===== config.mk =====
export PLATFORM = sky130hd
export DESIGN_NAME = pwm_capture_flat
export DESIGN_NICKNAME = d
export VERILOG_FILES = /design/src/rtl/pwm_capture_if.sv /design/src/rtl/pwm_capture.sv /design/src/flat_wrapper.sv
export SDC_FILE = /design/constraint.sdc
export NUM_CORES = 1
export LEC_CHECK = 0
export ABC_AREA = 1
export BUFFER_PORTS_ARGS = -buffer_cell sky130_fd_sc_hd__buf_2
export CAP_MARGIN = 40
export CORE_ASPECT_RATIO = 1.5
export CORE_UTILIZATION = 45
export CTS_BUF_LIST = sky130_fd_sc_hd__clkbuf_16
export CTS_CLUSTER_SIZE = 30
export DETAILED_ROUTE_END_ITERATION = 8
export PLACE_DENSITY = 0.67
export SLEW_MARGIN = 20
export SYNTH_ARGS = -nofsm -noshare
export SYNTH_HDL_FRONTEND = slang
export SYNTH_SLANG_ARGS = --single-unit

===== constraint.sdc =====
create_clock -name clk_i -period 1.5 [get_ports clk_i]
set_input_delay 0.15 -clock clk_i [delete_from_list [all_inputs] [get_ports clk_i]]
set_output_delay 0.15 -clock clk_i [all_outputs]
set_load 0.005 [all_outputs]

===== src/rtl/pwm_capture_if.sv =====
// Result bus of the PWM capture block: one-cycle valid strobe plus the
// measured high time, period and timeout flag that it qualifies.
interface pwm_capture_if #(
    parameter int CNT_BITWIDTH = 5
) ();
    logic                    dataVaild_STRB_o;
    logic [CNT_BITWIDTH-1:0] high_o;
    logic [CNT_BITWIDTH-1:0] period_o;
    logic                    timeout_o;

    // The capture block drives the results.
    modport master (
        output dataVaild_STRB_o,
        output high_o,
        output period_o,
        output timeout_o
    );

    // The consumer only observes them.
    modport slave (
        input dataVaild_STRB_o,
        input high_o,
        input period_o,
        input timeout_o
    );
endinterface


===== src/rtl/pwm_capture.sv =====
// PWM capture: synchronises an external PWM pin, measures high time and
// period in clk_en ticks, and publishes each completed rise-to-rise period
// (or a saturation timeout) with a one-cycle strobe.
module pwm_capture #(
    parameter int CNT_BITWIDTH = 5,
    parameter int SYNC_STAGES  = 2
) (
    input  logic          clk_i,
    input  logic          rst_i,
    input  logic          clk_en_i,
    input  logic          PWM_pin_i,
    pwm_capture_if.master res_o,
    output logic [1:0]    state_o
);
    typedef enum logic [1:0] {
        IDLE = 2'd0,
        HIGH = 2'd1,
        LOW  = 2'd2
    } state_t;

    localparam logic [CNT_BITWIDTH-1:0] CNT_MAX = '1;
    localparam logic [CNT_BITWIDTH-1:0] CNT_ONE = {{(CNT_BITWIDTH-1){1'b0}}, 1'b1};

    logic [SYNC_STAGES-1:0]  sync_q;
    logic [SYNC_STAGES-1:0]  sync_d;
    state_t                  state_q;
    logic                    s_prev_q;
    logic [CNT_BITWIDTH-1:0] per_q;
    logic [CNT_BITWIDTH-1:0] hi_q;
    logic                    strobe_q;
    logic [CNT_BITWIDTH-1:0] high_q;
    logic [CNT_BITWIDTH-1:0] period_q;
    logic                    timeout_q;

    // Synchroniser chain: stage 0 samples the pin, later stages shift.
    genvar gi;
    generate
        for (gi = 0; gi < SYNC_STAGES; gi++) begin : g_sync
            if (gi == 0) begin : g_first
                assign sync_d[gi] = PWM_pin_i;
            end else begin : g_next
                assign sync_d[gi] = sync_q[gi-1];
            end
        end
    endgenerate

    // Synchroniser advances every clock, independent of the tick enable.
    always_ff @(posedge clk_i) begin
        if (rst_i) begin
            sync_q <= '0;
        end else begin
            sync_q <= sync_d;
        end
    end

    logic                    s_d;
    logic                    rise_d;
    logic                    fall_d;
    logic                    per_max_d;
    logic                    timeout_d;
    logic [CNT_BITWIDTH-1:0] per_inc_d;
    logic [CNT_BITWIDTH-1:0] hi_inc_d;
    logic [CNT_BITWIDTH-1:0] to_high_d;

    assign s_d       = sync_q[SYNC_STAGES-1];
    assign rise_d    = s_d & ~s_prev_q;
    assign fall_d    = ~s_d & s_prev_q;
    assign per_max_d = (per_q == CNT_MAX);
    // Any edge on a saturated tick pre-empts the timeout (rise wins).
    assign timeout_d = per_max_d & ~rise_d & ~fall_d;
    assign per_inc_d = per_max_d ? CNT_MAX : per_q + CNT_ONE;
    assign hi_inc_d  = (hi_q == CNT_MAX) ? CNT_MAX : hi_q + CNT_ONE;
    // Stuck high reports full-scale high time; stuck low keeps what was seen.
    assign to_high_d = s_d ? CNT_MAX : hi_q;

    // Measurement FSM with registered results; only enabled ticks advance it.
    always_ff @(posedge clk_i) begin
        if (rst_i) begin
            state_q   <= IDLE;
            s_prev_q  <= 1'b0;
            per_q     <= '0;
            hi_q      <= '0;
            strobe_q  <= 1'b0;
            high_q    <= '0;
            period_q  <= '0;
            timeout_q <= 1'b0;
        end else begin
            strobe_q <= 1'b0;
            if (clk_en_i) begin
                s_prev_q <= s_d;
                if (timeout_d) begin
                    high_q    <= to_high_d;
                    period_q  <= CNT_MAX;
                    timeout_q <= 1'b1;
                    strobe_q  <= 1'b1;
                    state_q   <= IDLE;
                    per_q     <= '0;
                    hi_q      <= '0;
                end else begin
                    case (state_q)
                        IDLE: begin
                            if (rise_d) begin
                                state_q <= HIGH;
                                per_q   <= CNT_ONE;
                                hi_q    <= CNT_ONE;
                            end else if (fall_d) begin
                                // Level changed: restart the constant-level run.
                                per_q <= CNT_ONE;
                            end else begin
                                per_q <= per_inc_d;
                            end
                        end
                        HIGH: begin
                            if (fall_d) begin
                                state_q <= LOW;
                                per_q   <= per_inc_d;
                            end else begin
                                per_q <= per_inc_d;
                                hi_q  <= hi_inc_d;
                            end
                        end
                        LOW: begin
                            if (rise_d) begin
                                high_q    <= hi_q;
                                period_q  <= per_q;
                                timeout_q <= 1'b0;
                                strobe_q  <= 1'b1;
                                state_q   <= HIGH;
                                per_q     <= CNT_ONE;
                                hi_q      <= CNT_ONE;
                            end else begin
                                per_q <= per_inc_d;
                            end
                        end
                        default: begin
                            state_q <= IDLE;
                            per_q   <= '0;
                            hi_q    <= '0;
                        end
                    endcase
                end
            end
        end
    end

    assign res_o.dataVaild_STRB_o = strobe_q;
    assign res_o.high_o           = high_q;
    assign res_o.period_o         = period_q;
    assign res_o.timeout_o        = timeout_q;
    assign state_o                = state_q;
endmodule


===== src/flat_wrapper.sv =====
// flat-port wrapper written by rule: the top's interface ports become plain ports
module pwm_capture_flat 
#(
    parameter int CNT_BITWIDTH = 5,
    parameter int SYNC_STAGES  = 2
)
  (clk_i, rst_i, clk_en_i, PWM_pin_i, state_o, res_o_dataVaild_STRB_o, res_o_high_o, res_o_period_o, res_o_timeout_o);
  pwm_capture_if #(.CNT_BITWIDTH(CNT_BITWIDTH)) res_o_i ();
  input  logic clk_i;
  input  logic rst_i;
  input  logic clk_en_i;
  input  logic PWM_pin_i;
  output logic [1:0] state_o;
  output wire logic [$bits(res_o_i.dataVaild_STRB_o)-1:0] res_o_dataVaild_STRB_o;
  output wire logic [$bits(res_o_i.high_o)-1:0] res_o_high_o;
  output wire logic [$bits(res_o_i.period_o)-1:0] res_o_period_o;
  output wire logic [$bits(res_o_i.timeout_o)-1:0] res_o_timeout_o;
  assign res_o_dataVaild_STRB_o = res_o_i.dataVaild_STRB_o;
  assign res_o_high_o = res_o_i.high_o;
  assign res_o_period_o = res_o_i.period_o;
  assign res_o_timeout_o = res_o_i.timeout_o;
  pwm_capture #(.CNT_BITWIDTH(CNT_BITWIDTH), .SYNC_STAGES(SYNC_STAGES)) u_core (.clk_i(clk_i), .rst_i(rst_i), .clk_en_i(clk_en_i), .PWM_pin_i(PWM_pin_i), .res_o(res_o_i), .state_o(state_o));
endmodule

==> insert_results.sql <==
INSERT INTO impl_metrics (metric_group, metric, value, unit) VALUES
('critical_path', 'worst_path_cell_chain', 'ha_4 -> nand2_4 -> nor2_4 -> nand2_2 -> nor2_4 -> nand2_2 -> nand2_4 -> buf_6 -> buf_4 -> o21ai_1 -> inv_1', ''),
('power', 'seq_power_share', '49.6', '%'),
('timing', 'setup_viol_count_final', '0', ''),
('layout', 'final_standard_cell_area_without_fillers', '0.00171', 'sq mm'),
('synthesis', 'synth_warnings', '0', ''),
('cts', 'cts_buffers', '3', ''),
('synthesis', 'ranking_of_synthesized_cells_by_area', 'sky130_fd_sc_hd__dfxtp_1, sky130_fd_sc_hd__nand2_1, sky130_fd_sc_hd__nor2_1', ''),
('drt', 'totalWireLength', '3040', 'um'),
('synthesis', 'synth.lib_cells_used.distinct', '25', ''),
('cts', 'htreeDepth', '1', ''),
('die', 'floorplan.initialDensity', '47.3', '%'),
('timing', 'timing_worst_slew_pin_value', '425', 'ps'),
('critical_path', 'required_time_of_the_critical_path', '1710', 'ps'),
('placement', 'dpl_cell_area', '0.00152', 'sq mm'),
('cts', 'cts_num_sinks', '27', ''),
('die', 'placement_rows', '24', ''),
('critical_path', 'crit_buf_inv', '3', ''),
('global_routing', 'gr-total-overflow', '0', ''),
('critical_path', 'critical_path.endpoint_type', 'register', ''),
('power', 'ir_worst_vdd', '769', 'uV'),
('critical_path', 'path_delay_family', 'simple AND/OR/NAND/NOR gates', ''),
('power', 'power_per_cell_area', '894', 'mW/mm^2'),
('layout', 'num_antenna_cells', '0', ''),
('timing', 'grt_setup_unrepaired', 'true', ''),
('placement', 'detailedPlacementHpwl', '2230', 'um'),
('layout', 'post_route_cells_drive_above_1_share', '25.3', '%'),
('drt', 'drc_errors', '0', ''),
('worst_hold_path', 'hold_path_class', 'in -> reg', ''),
('status', 'status', 'finished, final reports clean', ''),
('power', 'p_total', '1530', 'uW'),
('layout', 'area_growth_from_synthesis_to_final_layout', '23.9', '%'),
('synthesis', 'mappedNetlistArea', '0.00138', 'sq mm'),
('drt', 'met3RoutedLength', '54', 'um'),
('synthesis', 'register_area_share_after_synthesis', '39.2', '%'),
('timing', 'fin_worst_hold_slack', '89.7', 'ps'),
('critical_path', 'worstSetupPathType', 'reg -> reg', ''),
('timing', 'timing.slew.headroom', '71.7', '%'),
('cts', 'cts_tree', 'done', ''),
('synthesis', 'syn_avg_cell_area', '6.99', 'sq um'),
('timing', 'final_tns_setup', '0', 'ps'),
('die', 'floorplan.io_pins', '18', ''),
('die', 'die_w', '47.2', 'um'),
('global_routing', 'grt_antenna_before_repair', '0', ''),
('synthesis', 'synth_fp_nets', '203', ''),
('drt', 'drtIter0Drc', '17', ''),
('timing', 'post-route-period-util', '96.7', '%'),
('synthesis', 'synth.top_cell.area_share', '39.2', '%'),
('power', 'internal_power', '1160', 'uW'),
('cts', 'clkLatencyLatePin', '260', 'ps'),
('critical_path', 'critPathMaxStageDelay', '370', 'ps'),
('die', 'die_area', '0.00329', 'sq mm'),
('global_routing', 'first_global_vias', '1209', ''),
('timing', 'hold_viol_final', '0', ''),
('critical_path', 'critical_path_source_type', 'register', ''),
('timing', 'timing.clock.skew', '2.64', 'ps'),
('critical_path', 'worst-path-max-fanout', '6', ''),
('global_routing', 'maximum_number_of_pins_on_one_net_before_global_route_repair', '17', ''),
('drt', 'routed.top_layer', 'met4', ''),
('drt', 'via_per_inst', '4.85', ''),
('run', 'cap_violations', '0', ''),
('die', 'chipHeight', '69.8', 'um'),
('die', 'core_area', '0.00291', 'sq mm'),
('drt', 'final_antenna_net_count', '0', ''),
('drt', 'dr_wl_met2', '1610', 'um'),
('synthesis', 'number_of_storage_elements_in_the_synthesis_netlist', '27', ''),
('timing', 'maxSlewViolCount', '0', ''),
('global_routing', 'track_usage', '20.2', '%'),
('power', 'swShare', '24.2', '%'),
('power', 'power.switching', '369', 'uW'),
('cts', 'holdBufCountCts', '0', ''),
('layout', 'final_nets', '232', '');
==> final timing paths <==
check                                 startpoint                        to  slack, ps  depth (start not counted)
worst max-delay path             u_core.per_q[1]  u_core.res_o.period_o[1]         50                         11
worst min-delay path                   PWM_pin_i          u_core.sync_q[0]         90                          3
worst max register to register   u_core.per_q[1]  u_core.res_o.period_o[1]         50                         11
worst min register to register  u_core.sync_q[0]          u_core.sync_q[1]        400                          2
==> what timing repair did <==
action / CTS / global route
resized for setup: 0 / 16
buffers inserted: 0 / 7
setup endpoints to repair: 0 / 21
==> layout by cell type (no fill, tap or decap), types with 3 or more instances in the layout <==
cell	instances
sky130_fd_sc_hd__nor2_1	32
sky130_fd_sc_hd__buf_2	17
sky130_fd_sc_hd__nand3_2	3
sky130_fd_sc_hd__clkbuf_16	3
sky130_fd_sc_hd__buf_4	9
sky130_fd_sc_hd__nand2_2	5
sky130_fd_sc_hd__o21ai_0	11
sky130_fd_sc_hd__inv_1	27
sky130_fd_sc_hd__nand4_1	4
sky130_fd_sc_hd__dfxtp_1	24
sky130_fd_sc_hd__nand3_1	12
sky130_fd_sc_hd__nand2_1	40
sky130_fd_sc_hd__a21oi_1	12
sky130_fd_sc_hd__nand2_4	4
sky130_fd_sc_hd__nor2_4	3
==> power by group through the flow <==
| stage | logic, uW | clock network, uW | registers [uW] |
|---|---|---|---|
| detailed placement | 155 | 0 | 770 |
| CTS | 156 | 620 | 754 |
| floorplan | 117 | 0 | 769 |
| global route | 181 | 644 | 759 |
| finish | 160 | 609 | 756 |
| global placement | 156 | 0 | 770 |
==> logic make-up after synthesis <==
| logic type | Yosys count | synth area share [%] |
|---|---|---|
| flops | 27 | 39.2 |
| compound gates | 27 | 10.3 |
| fa+ha+maj | 2 | 1.82 |
| xor+xnor | 1 | 0.636 |
| buf+inv | 32 | 9.08 |
| simple gates | 108 | 39.0 |
==> worst register-to-register path, cell delays in order (launching register included) <==
cell	delay, ps
sky130_fd_sc_hd__dfxtp_4	370
sky130_fd_sc_hd__ha_4	150
sky130_fd_sc_hd__nand2_4	60
sky130_fd_sc_hd__nor2_4	120
sky130_fd_sc_hd__nand2_2	70
sky130_fd_sc_hd__nor2_4	140
sky130_fd_sc_hd__nand2_2	80
sky130_fd_sc_hd__nand2_4	90
sky130_fd_sc_hd__buf_6	130
sky130_fd_sc_hd__buf_4	100
sky130_fd_sc_hd__o21ai_1	50
sky130_fd_sc_hd__inv_1	40
==> flip-flops by register name, indices dropped and copies added (netlist names) <==
register and flops:
u_core.res_o.period_o 5, u_core.hi_q 5, u_core.res_o.dataVaild_STRB_o 1, u_core.res_o.high_o 5, u_core.sync_q 2, u_core.res_o.timeout_o 1
u_core.state_o 2, u_core.s_prev_q 1, u_core.per_q 5
==> synthesized netlist by cell type <==
master and number:
sky130_fd_sc_hd__nand2_1 42, sky130_fd_sc_hd__nand3_1 12, sky130_fd_sc_hd__xor2_1 1, sky130_fd_sc_hd__clkbuf_1 2, sky130_fd_sc_hd__a21oi_1 13, sky130_fd_sc_hd__nor2_1 32
sky130_fd_sc_hd__ha_1 2, sky130_fd_sc_hd__nand2_8 1, sky130_fd_sc_hd__nand2_2 4, sky130_fd_sc_hd__buf_4 1, sky130_fd_sc_hd__o21bai_1 1, sky130_fd_sc_hd__o21ai_1 1
sky130_fd_sc_hd__or2_1 2, sky130_fd_sc_hd__or2_2 1, sky130_fd_sc_hd__inv_2 1, sky130_fd_sc_hd__nand4_1 4, sky130_fd_sc_hd__nand4_2 1, sky130_fd_sc_hd__nand2_4 3
sky130_fd_sc_hd__o21ai_0 11, sky130_fd_sc_hd__nor2_4 3, sky130_fd_sc_hd__dfxtp_1 27, sky130_fd_sc_hd__nand3_2 3, sky130_fd_sc_hd__inv_1 27, sky130_fd_sc_hd__a21oi_2 1
sky130_fd_sc_hd__buf_2 1
==> routing by layer <==
layer	up-vias	global-route usage, %
met4	0	5.71
met2	17	36.0
met3	7	2.34
met1	583	24.0
met5	-	0
li1	673	-
==> layout make-up <==
| cell class | count | area, sq um |
|---|---|---|
| clock buffers | 3 | 75.1 |
| flip-flops and latches | 27 | 549 |
| well taps | 39 | 48.8 |
| multi-input cells | 138 | 746 |
| repair buffers | 28 | 175 |
| clock inverters | 1 | 7.51 |
| fillers | 282 | 1210 |
| inverters | 28 | 105 |
==> through the flow <==
| stage | utilization, % | worst slack, ps | cells |
|---|---|---|---|
| 3_5_place_dp | 52.2 | 19.0 | 253 |
| 2_1_floorplan | - | 176 | 197 |
| 4_1_cts | 55.1 | 2.75 | 257 |
| 3_3_place_gp | 52.2 | 25.1 | 253 |
| 6_report | 58.6 | 49.1 | 264 |
| 5_1_grt | 58.6 | -48.2 | 264 |
Power figures use the tool's default switching activity.
